`config.mk`:
```
export PLATFORM = sky130hd
export DESIGN_NAME = bitmap_scanout_flat
export DESIGN_NICKNAME = d
export VERILOG_FILES = /design/src/rtl/bitmap_pkg.sv /design/src/rtl/bitmap_scanout_if.sv /design/src/rtl/bit_packer.sv /design/src/rtl/bitmap_scanout.sv /design/src/flat_wrapper.sv
export SDC_FILE = /design/constraint.sdc
export NUM_CORES = 1
export LEC_CHECK = 0
export ABC_AREA = 1
export BUFFER_PORTS_ARGS = -buffer_cell sky130_fd_sc_hd__buf_2
export CAP_MARGIN = 0
export CELL_PAD_IN_SITES_DETAIL_PLACEMENT = 0
export CELL_PAD_IN_SITES_GLOBAL_PLACEMENT = 1
export CORE_UTILIZATION = 45
export DETAILED_ROUTE_END_ITERATION = 8
export PLACE_DENSITY = 0.84
export SETUP_SLACK_MARGIN = 0.1
export SYNTH_ARGS = -nofsm -noshare
export SYNTH_HDL_FRONTEND = slang
export SYNTH_HIERARCHICAL = 1
export SYNTH_SLANG_ARGS = --single-unit
```
`constraint.sdc`:
```
create_clock -name clk -period 3.5 [get_ports clk]
set_input_delay 0.525 -clock clk [delete_from_list [all_inputs] [get_ports clk]]
set_output_delay 0.525 -clock clk [all_outputs]
set_load 0.1 [all_outputs]
```
`src/rtl/bitmap_pkg.sv`:
```
// Shared definitions for the bitmap scan-out block.
// ADDR_W_DEF / BYTE_W_DEF : default RAM address width and bits per output byte
// NUM_BYTES               : bytes produced by one full scan at the defaults
// state_t                 : scan controller states
package bitmap_pkg;
  localparam int ADDR_W_DEF = 10;
  localparam int BYTE_W_DEF = 8;
  localparam int NUM_BYTES  = (2**ADDR_W_DEF) / BYTE_W_DEF;

  typedef enum logic [1:0] {
    IDLE  = 2'd0,
    FETCH = 2'd1,
    DRAIN = 2'd2
  } state_t;
endpackage

```
`src/rtl/bitmap_scanout_if.sv`:
```
// Packed-byte output stream with valid/ready handshake.
// byte_data  : packed bitmap byte (source -> sink)
// byte_valid : byte_data holds a byte (source -> sink)
// byte_ready : sink accepts the byte when high with byte_valid (sink -> source)
// master = producer (bitmap_scanout), slave = consumer.
interface bitmap_scanout_if #(
  parameter int BYTE_W = bitmap_pkg::BYTE_W_DEF
) ();
  logic [BYTE_W-1:0] byte_data;
  logic              byte_valid;
  logic              byte_ready;

  modport master (output byte_data, byte_valid, input byte_ready);
  modport slave  (input byte_data, byte_valid, output byte_ready);
endinterface

```
`src/rtl/bit_packer.sv`:
```
// Serial-to-parallel packer: collects BYTE_W bits MSB-first.
// clk, rst_n : clock, async active-low reset
// clr        : drop any partial byte (start of a scan)
// cap        : capture bit_in this cycle
// bit_in     : incoming bitmap bit
// last       : the next captured bit completes a byte
// byte_out   : the byte that would result if bit_in were captured now
module bit_packer
  import bitmap_pkg::*;
#(
  parameter int BYTE_W = BYTE_W_DEF
) (
  input  logic              clk,
  input  logic              rst_n,
  input  logic              clr,
  input  logic              cap,
  input  logic              bit_in,
  output logic              last,
  output logic [BYTE_W-1:0] byte_out
);
  localparam int                CNT_W    = $clog2(BYTE_W);
  localparam logic [CNT_W-1:0]  CNT_LAST = CNT_W'(BYTE_W - 1);

  logic [BYTE_W-2:0] sh;
  logic [CNT_W-1:0]  cnt;

  // Earlier bits sit above the live bit, so the first bit lands in the MSB.
  assign byte_out = {sh, bit_in};
  assign last     = (cnt == CNT_LAST);

  always_ff @(posedge clk or negedge rst_n) begin
    if (!rst_n) begin
      sh  <= '0;
      cnt <= '0;
    end else if (clr) begin
      sh  <= '0;
      cnt <= '0;
    end else if (cap) begin
      sh  <= byte_out[BYTE_W-2:0];
      cnt <= last ? '0 : cnt + CNT_W'(1);
    end
  end
endmodule

```
`src/rtl/bitmap_scanout.sv`:
```
// Scans a 1-bit bitmap RAM from address 0 to 2**ADDR_W-1 and emits it as
// MSB-first packed bytes over a valid/ready stream.
// clk, rst_n : clock, async active-low reset
// start      : scan request, honoured only when idle
// ram_addr   : read address to a registered-address RAM
// ram_q      : RAM data, one clock after ram_addr
// busy       : scan in progress
// done       : one-cycle pulse after the final byte is accepted
// bus        : packed byte stream (byte_data / byte_valid / byte_ready)
module bitmap_scanout
  import bitmap_pkg::*;
#(
  parameter int ADDR_W = ADDR_W_DEF,
  parameter int BYTE_W = BYTE_W_DEF
) (
  input  logic              clk,
  input  logic              rst_n,
  input  logic              start,
  output logic [ADDR_W-1:0] ram_addr,
  input  logic              ram_q,
  output logic              busy,
  output logic              done,
  bitmap_scanout_if.master  bus
);
  localparam logic [ADDR_W-1:0] LAST_ADDR = '1;
  localparam logic [ADDR_W-1:0] ONE       = ADDR_W'(1);

  state_t            state;
  logic              iss_vld;  // ram_addr is a live read whose data should be used
  logic              rd_vld;   // ram_q this cycle is the data for rd_addr
  logic [ADDR_W-1:0] rd_addr;
  logic              last_bit, stall, cap, hs, scan_go;
  logic [BYTE_W-1:0] byte_nxt;

  assign hs      = bus.byte_valid && bus.byte_ready;
  // A completing bit can only be taken if the output register is empty or
  // is being handed off this very cycle.
  assign stall   = last_bit && bus.byte_valid && !bus.byte_ready;
  assign cap     = (state == FETCH) && rd_vld && !stall;
  assign scan_go = (state == IDLE) && start;

  bit_packer #(.BYTE_W(BYTE_W)) u_pack (
    .clk      (clk),
    .rst_n    (rst_n),
    .clr      (scan_go),
    .cap      (cap),
    .bit_in   (ram_q),
    .last     (last_bit),
    .byte_out (byte_nxt)
  );

  always_ff @(posedge clk or negedge rst_n) begin
    if (!rst_n) begin
      state          <= IDLE;
      ram_addr       <= '0;
      rd_addr        <= '0;
      iss_vld        <= 1'b0;
      rd_vld         <= 1'b0;
      bus.byte_data  <= '0;
      bus.byte_valid <= 1'b0;
      busy           <= 1'b0;
      done           <= 1'b0;
    end else begin
      done <= 1'b0;

      if (cap && last_bit) begin
        bus.byte_data  <= byte_nxt;
        bus.byte_valid <= 1'b1;
      end else if (hs) begin
        bus.byte_valid <= 1'b0;
      end

      case (state)
        IDLE: begin
          if (start) begin
            state    <= FETCH;
            busy     <= 1'b1;
            ram_addr <= '0;
            iss_vld  <= 1'b1;
            rd_vld   <= 1'b0;
          end
        end

        FETCH: begin
          if (cap && rd_addr == LAST_ADDR) begin
            state   <= DRAIN;
            iss_vld <= 1'b0;
            rd_vld  <= 1'b0;
          end else if (rd_vld && stall) begin
            // Bit not taken: re-read it. Anything already issued past it is
            // discarded; if the RAM is already on rd_addr the next word is good.
            ram_addr <= rd_addr;
            iss_vld  <= 1'b1;
            rd_vld   <= (ram_addr == rd_addr);
          end else begin
            rd_addr <= ram_addr;
            rd_vld  <= iss_vld;
            if (iss_vld) begin
              if (ram_addr == LAST_ADDR) iss_vld  <= 1'b0;
              else                       ram_addr <= ram_addr + ONE;
            end
          end
        end

        DRAIN: begin
          if (hs) begin
            state <= IDLE;
            busy  <= 1'b0;
            done  <= 1'b1;
          end
        end

        default: state <= IDLE;
      endcase
    end
  end
endmodule

```
`src/flat_wrapper.sv`:
```
// flat-port wrapper written by rule: the top's interface ports become plain ports
module bitmap_scanout_flat import bitmap_pkg::*;
#(
  parameter int ADDR_W = ADDR_W_DEF,
  parameter int BYTE_W = BYTE_W_DEF
)
  (clk, rst_n, start, ram_addr, ram_q, busy, done, bus_byte_data, bus_byte_valid, bus_byte_ready);
  bitmap_scanout_if #(.BYTE_W(BYTE_W)) bus_i ();
  input  logic clk;
  input  logic rst_n;
  input  logic start;
  output logic [ADDR_W-1:0] ram_addr;
  input  logic ram_q;
  output logic busy;
  output logic done;
  output wire logic [$bits(bus_i.byte_data)-1:0] bus_byte_data;
  output wire logic [$bits(bus_i.byte_valid)-1:0] bus_byte_valid;
  input wire logic [$bits(bus_i.byte_ready)-1:0] bus_byte_ready;
  assign bus_byte_data = bus_i.byte_data;
  assign bus_byte_valid = bus_i.byte_valid;
  assign bus_i.byte_ready = bus_byte_ready;
  bitmap_scanout #(.ADDR_W(ADDR_W), .BYTE_W(BYTE_W)) u_core (.clk(clk), .rst_n(rst_n), .start(start), .ram_addr(ram_addr), .ram_q(ram_q), .busy(busy), .done(done), .bus(bus_i));
endmodule
```
# Yosys cells after proc, flatten, opt, wreduce, memory -nomap -nowiden
# Index checks and enable logic that the tools add are counted.
# classes
n_addsub,2
n_eq_ne,12
mux,30
bitwise,2
reduce_logical,21
# ops
cell,count
$mux W10,5
$eq A10 B10 Y1 const B,2
$pmux W10 S2,1
$mux W7,2
$mux W1,12
$add A10 B1 Y10 const B,1
$eq A10 B10 Y1,1
$logic_and A1 B1 Y1,9
$mux W3,3
$reduce_and A3 Y1,3
$reduce_bool A2 Y1,4
$mux W2,3
$ne A2 B2 Y1 const B,3
$pmux W1 S2,3
$pmux W2 S3,1
$reduce_and A5 Y1,1
$add A3 B1 Y3 const B,1
$eq A3 B3 Y1 const B,1
$ne A3 B2 Y1 const B,1
$ne A3 B3 Y1 const B,1
$eq A2 B1 Y1 const B,1
$eq A2 B2 Y1 const B,1
$logic_not A1 Y1,2
$logic_not A2 Y1,1
other kinds (3),4
# word_totals
register_bits,45
in_bits,5

# Logic depth before layout (Yosys ltp)
# logic_depth
word_depth,8
mapped_depth,12

# Modules after synthesis
# The synthesis kept the hierarchy.
# by_module_without_submodules
mod,instances,cells_each,area_each_um2,seq_area_each_um2
bitmap_scanout,1,298,2006.9,875.8
bit_packer,1,49,446.7,250.2

# Least setup slack after synthesis
# OpenSTA, ideal clock, no wires.
# synth_timing
path_type,reg-to-reg
start,reg u_core.ram_addr[1]
end,reg u_core.ram_addr[4]
setup_time_ns,0.068
arrival_ns,2.065
slack_ns,1.367
path_stages_with_launch,11
path_buffers,1
cell_sequence,dfrtp_1 ha_1 nand2_2 nor2_4 nand3_1 nand2_1 nand3_1 nand2_1 buf_6 nand2_1 nand2_1
# synth_via
elab_chain_cells,6
elab_cells_between_ends,9
# synth_rtl
element,line_no,text
from (decl),bitmap_scanout.sv:19,"output logic [ADDR_W-1:0] ram_addr,"
from (signal assigned),bitmap_scanout.sv:92,ram_addr <= rd_addr;
from (signal assigned),bitmap_scanout.sv:100,else ram_addr <= ram_addr + ONE;
$add A10 B1 Y10,bitmap_scanout.sv:100,
$mux W10,bitmap_scanout.sv:99,if (ram_addr == LAST_ADDR) iss_vld <= 1'b0;
$mux W10,bitmap_scanout.sv:98,if (iss_vld) begin
$mux W10,bitmap_scanout.sv:89,end else if (rd_vld && stall) begin
$mux W10,bitmap_scanout.sv:85,if (cap && rd_addr == LAST_ADDR) begin
$pmux W10 S2,bitmap_scanout.sv:73,case (state)
# Parallel ways exist; a longest one is shown, timed or not. The select of a mux whose other input is x is not followed.
# A chain may end at the register's enable or synchronous reset.

# Worst setup path after layout
# layout_timing
start,reg u_core.u_pack.cnt[0]
end,reg u_core.rd_addr[3]
# layout_via
elab_chain_cells,8
elab_cells_between_ends,10
# layout_rtl
element,line_no,text
from (decl),bit_packer.sv:25,logic [CNT_W-1:0] cnt;
from (signal assigned),bit_packer.sv:40,cnt <= last ? '0 : cnt + CNT_W'(1);
$eq A3 B3 Y1 *,bit_packer.sv:29,assign last = (cnt == CNT_LAST);
via u_core.last_bit,bitmap_scanout.sv:32,"logic last_bit, stall, cap, hs, scan_go;"
$logic_and A1 B1 Y1 * (2 in series),bitmap_scanout.sv:38,assign stall = last_bit && bus.byte_valid && !bus.byte_ready;
$logic_not A1 Y1,bitmap_scanout.sv:39,assign cap = (state == FETCH) && rd_vld && !stall;
$logic_and A1 B1 Y1,bitmap_scanout.sv:39,
$logic_and A1 B1 Y1,bitmap_scanout.sv:85,
$not A1 Y1 (no source line),n/a,
$reduce_and A3 Y1 (no source line) *,n/a,
to (signal assigned),bitmap_scanout.sv:96,rd_addr <= ram_addr;
to (decl),bitmap_scanout.sv:31,logic [ADDR_W-1:0] rd_addr;
# The timed path passes the listed nets; every way through them passes the cells marked *.

==> metrics.md <==
| Metric | Value |
|---|---|
| Met2 Track Usage GR | `31.3%` |
| Die width | `75.8 um` |
| CTS Buf Count | `5` |
| Clk_lat worst skew | `0.30 ns` |
| Hold Path Class | `input port to asynchronous set/reset pin` |
| Register area share after synthesis | `45.9%` |
| Detail Placement HPWL | `3.99 mm` |
| CP Depth | `9` |
| Share of cells above drive strength 1 | `14.8%` |
| Reg2Reg Depth | `9` |
| Buffers & Inverters on Critical Path | `1` |
| Area leader, netlist | `dfrtp_1` |
| Starting density of the core | `47.4%` |
| Cts hold-fix bufs | `0` |
| Max-Cap Viols | `0` |
| Delay-heaviest family, CP | `simple AND/OR/NAND/NOR gates` |
| Peak Freq | `446 MHz` |
| Yosys warning total | `6` |
| Setup TNS | `0 ns` |
| Synth unique cells | `22` |
| I/O Buffers | `25` |
| Fin nets | `379` |
| Via Count | `2177` |
| Root Driver | `clkbuf_8` |
| CP dominant cell by count | `nand2_1` |
| Critical Path AT | `2.49 ns` |
| Synth Register Bits | `45` |
| Unrepaired setup endpoints after global routing | `no` |
| Critical path class | `register to register` |
| Max-slew violations | `0` |
| Area occupied by multi-input gates | `0.00114 mm2` |
| Count leader, synth | `nand2_1` |
| Post-synth EDFFs | `0` |
| Post-Syn Instances | `347` |
| FF/Latch Area | `0.00113 mm2` |
| Synthesized area per cell | `7.07 um2` |
| Die height | `75.8 um` |
| Minimum clock period | `2.24 ns` |
| Synth top area share | `45.9%` |
| Clock slew at reported path FFs | `0.09 ns` |
| Slowest CP cell | `nand2_1` |
| Pre-antenna DRT Iters | `5` |
| DIE AREA | `0.00575 mm2` |
| Detailed Route Iter0 Violations | `161` |
| Post-route DRC | `0` |
| Maximum single-stage delay on the critical path | `0.47 ns` |
| Final setup skew | `0.00492 ns` |
| First-pass GRT wire length | `9.17 mm` |
| Reg2Reg Setup Slack | `1.26 ns` |
| Aggregate global routing overflow | `0` |
| Worst slew pin tran | `0.997 ns` |
| Top cells by area, synth | `dfrtp_1 46%, nand2_1 26%, nand3_1 5.9%, inv_1 3.7%, nor2_1 3.1%` |
| Final hold violation count | `0` |
| GPL Wtd Cong | `0.895` |
| CTS sink cnt | `45` |
| H-Tree Depth | `2` |
| Final period util | `64.1%` |
| Fill count | `546` |
| Slew Limit Headroom | `33.5%` |
| Startpoint Class | `register` |
| Met3 Resource Use GR | `3.57%` |
| Area Growth Syn to Fin | `9.64%` |
| Cell area after synthesis | `0.00245 mm2` |
| Clock buffer depth | `2` |
| Crit-path max FO | `20` |
| Post-CTS Setup Bufs | `0` |
| Most used DFF post-synth | `dfrtp_1` |
| Synth Net Count | `355` |
| Final setup violation count | `0` |
| Status | `finished clean` |
| Via/cell ratio | `4.93` |
| WL final | `5.64 mm` |
| Post-route ant nets | `0` |
| FP Rows | `26` |
| Core area | `0.00517 mm2` |
| Largest net degree at the start of global routing | `46` |
| # diodes | `0` |
| CP required | `3.75 ns` |
| GR Layer Usage met1 | `33.5%` |
| Initial antenna violation count | `0` |
| Total Routing Usage GR | `21.9%` |
| Most frequent cells after synthesis | `168 x nand2_1, 45 x dfrtp_1, 29 x nand3_1` |
| Drt wl/cell | `12.8 um` |
| Critical path, cell by cell | `ha_1, ha_1, nand2_1, nor2_2, nand2_1, inv_2, nor2_2, nand2_1, nand2_1` |
| # IOs | `26` |
| CTS tree | `built` |
| Post_cts resized | `0` |
| Worst setup EP type | `register` |
| GRT busiest layer | `met1` |
| Asr flop ratio synth | `100%` |
| Vias in the first global route | `1893` |
## cell usage in the layout, fill, tap and decap left out
master	count
inv_2	9
dfrtp_1	45
ha_1	3
clkbuf_1	1
nand4_1	2
clkbuf_8	5
or2_2	1
o21ai_0	11
buf_2	25
nand3_1	29
inv_1	24
nand2_1	168
nor3_1	2
nor2_4	2
o22ai_1	1
a21oi_1	8
clkinvlp_4	2
nor2_2	7
nor2_1	20
nand3_2	1
xnor2_1	2
nand2_2	3
xor2_1	1
## logic make-up (layout without fill, tap and decap cells)
| logic type | count (synthesis) | after routing | share of synthesized area (%) |
|---|---|---|---|
| AND/OR/NAND/NOR | 235 | 235 | 39.7 |
| AO/OA/AOI/OAI | 20 | 20 | 4.13 |
| XOR/XNOR | 3 | 3 | 1.07 |
| adder cells (fa/ha/maj) | 3 | 3 | 1.53 |
| flip-flops | 45 | 45 | 45.9 |
| buffers and inverters | 41 | 66 | 7.65 |
## layout make-up
class / instances / area share, %
clock inverters: 2 / 0.558
repair buffers: 25 / 4.65
flip-flops and latches: 45 / 41.9
multi-input cells: 261 / 42.4
inverters: 33 / 4.60
clock buffers: 6 / 2.70
well taps: 70 / 3.26
## worst paths after layout
| check | start | end |
|---|---|---|
| max in group asynchronous | rst_n | u_core/rd_addr[6] |
| worst max-delay path | u_core/u_pack/cnt[0] | u_core/rd_addr[3] |
| worst min register to register | u_core/bus.byte_data[5] | u_core/bus.byte_data[5] |
| min in group clk | ram_q | u_core/bus.byte_data[0] |
| worst max register to register | u_core/u_pack/cnt[0] | u_core/rd_addr[3] |
| worst min-delay path | rst_n | u_core/ram_addr[6] |
## metrics by stage
| step | instance area, um2 | utilization [%] | setup WS [ns] | hold slack [ns] | cells |
|---|---|---|---|---|---|
| after CTS | 2690 | 52.0 | 1.26 | 0.428 | 442 |
| after detailed placement | 2600 | 50.3 | 1.27 | 0.459 | 434 |
| after global placement | 2600 | 50.3 | 1.30 | 0.457 | 434 |
| after global routing | 2690 | 52.0 | 1.03 | 0.450 | 442 |
| after floorplan | 2450 | - | 1.37 | 0.229 | 347 |
| final | 2690 | 52.0 | 1.26 | 0.370 | 442 |
## registers in the layout (all words and copies together) (netlist names), 2 cells and up
name	cells
u_core/bus.byte_data	8
u_core/ram_addr	10
u_core/rd_addr	10
u_core/state	2
u_core/u_pack/cnt	3
u_core/u_pack/sh	7
## metal layers
layer	share of wire, %	routed length, um
met4	1.3	73
met5	0	0
met1	52	2950
met2	42	2350
met3	4.6	261
## worst register-to-register path, stage by stage (launching register included)
cell	delay (ns)
dfrtp_1	0.40
ha_1	0.20
ha_1	0.22
nand2_1	0.09
nor2_2	0.05
nand2_1	0.47
inv_2	0.16
nor2_2	0.42
nand2_1	0.10
nand2_1	0.07
Power is left out: the tool's default activity adds up to more than one toggle a clock period on the data nets, which glitch-free logic cannot reach.
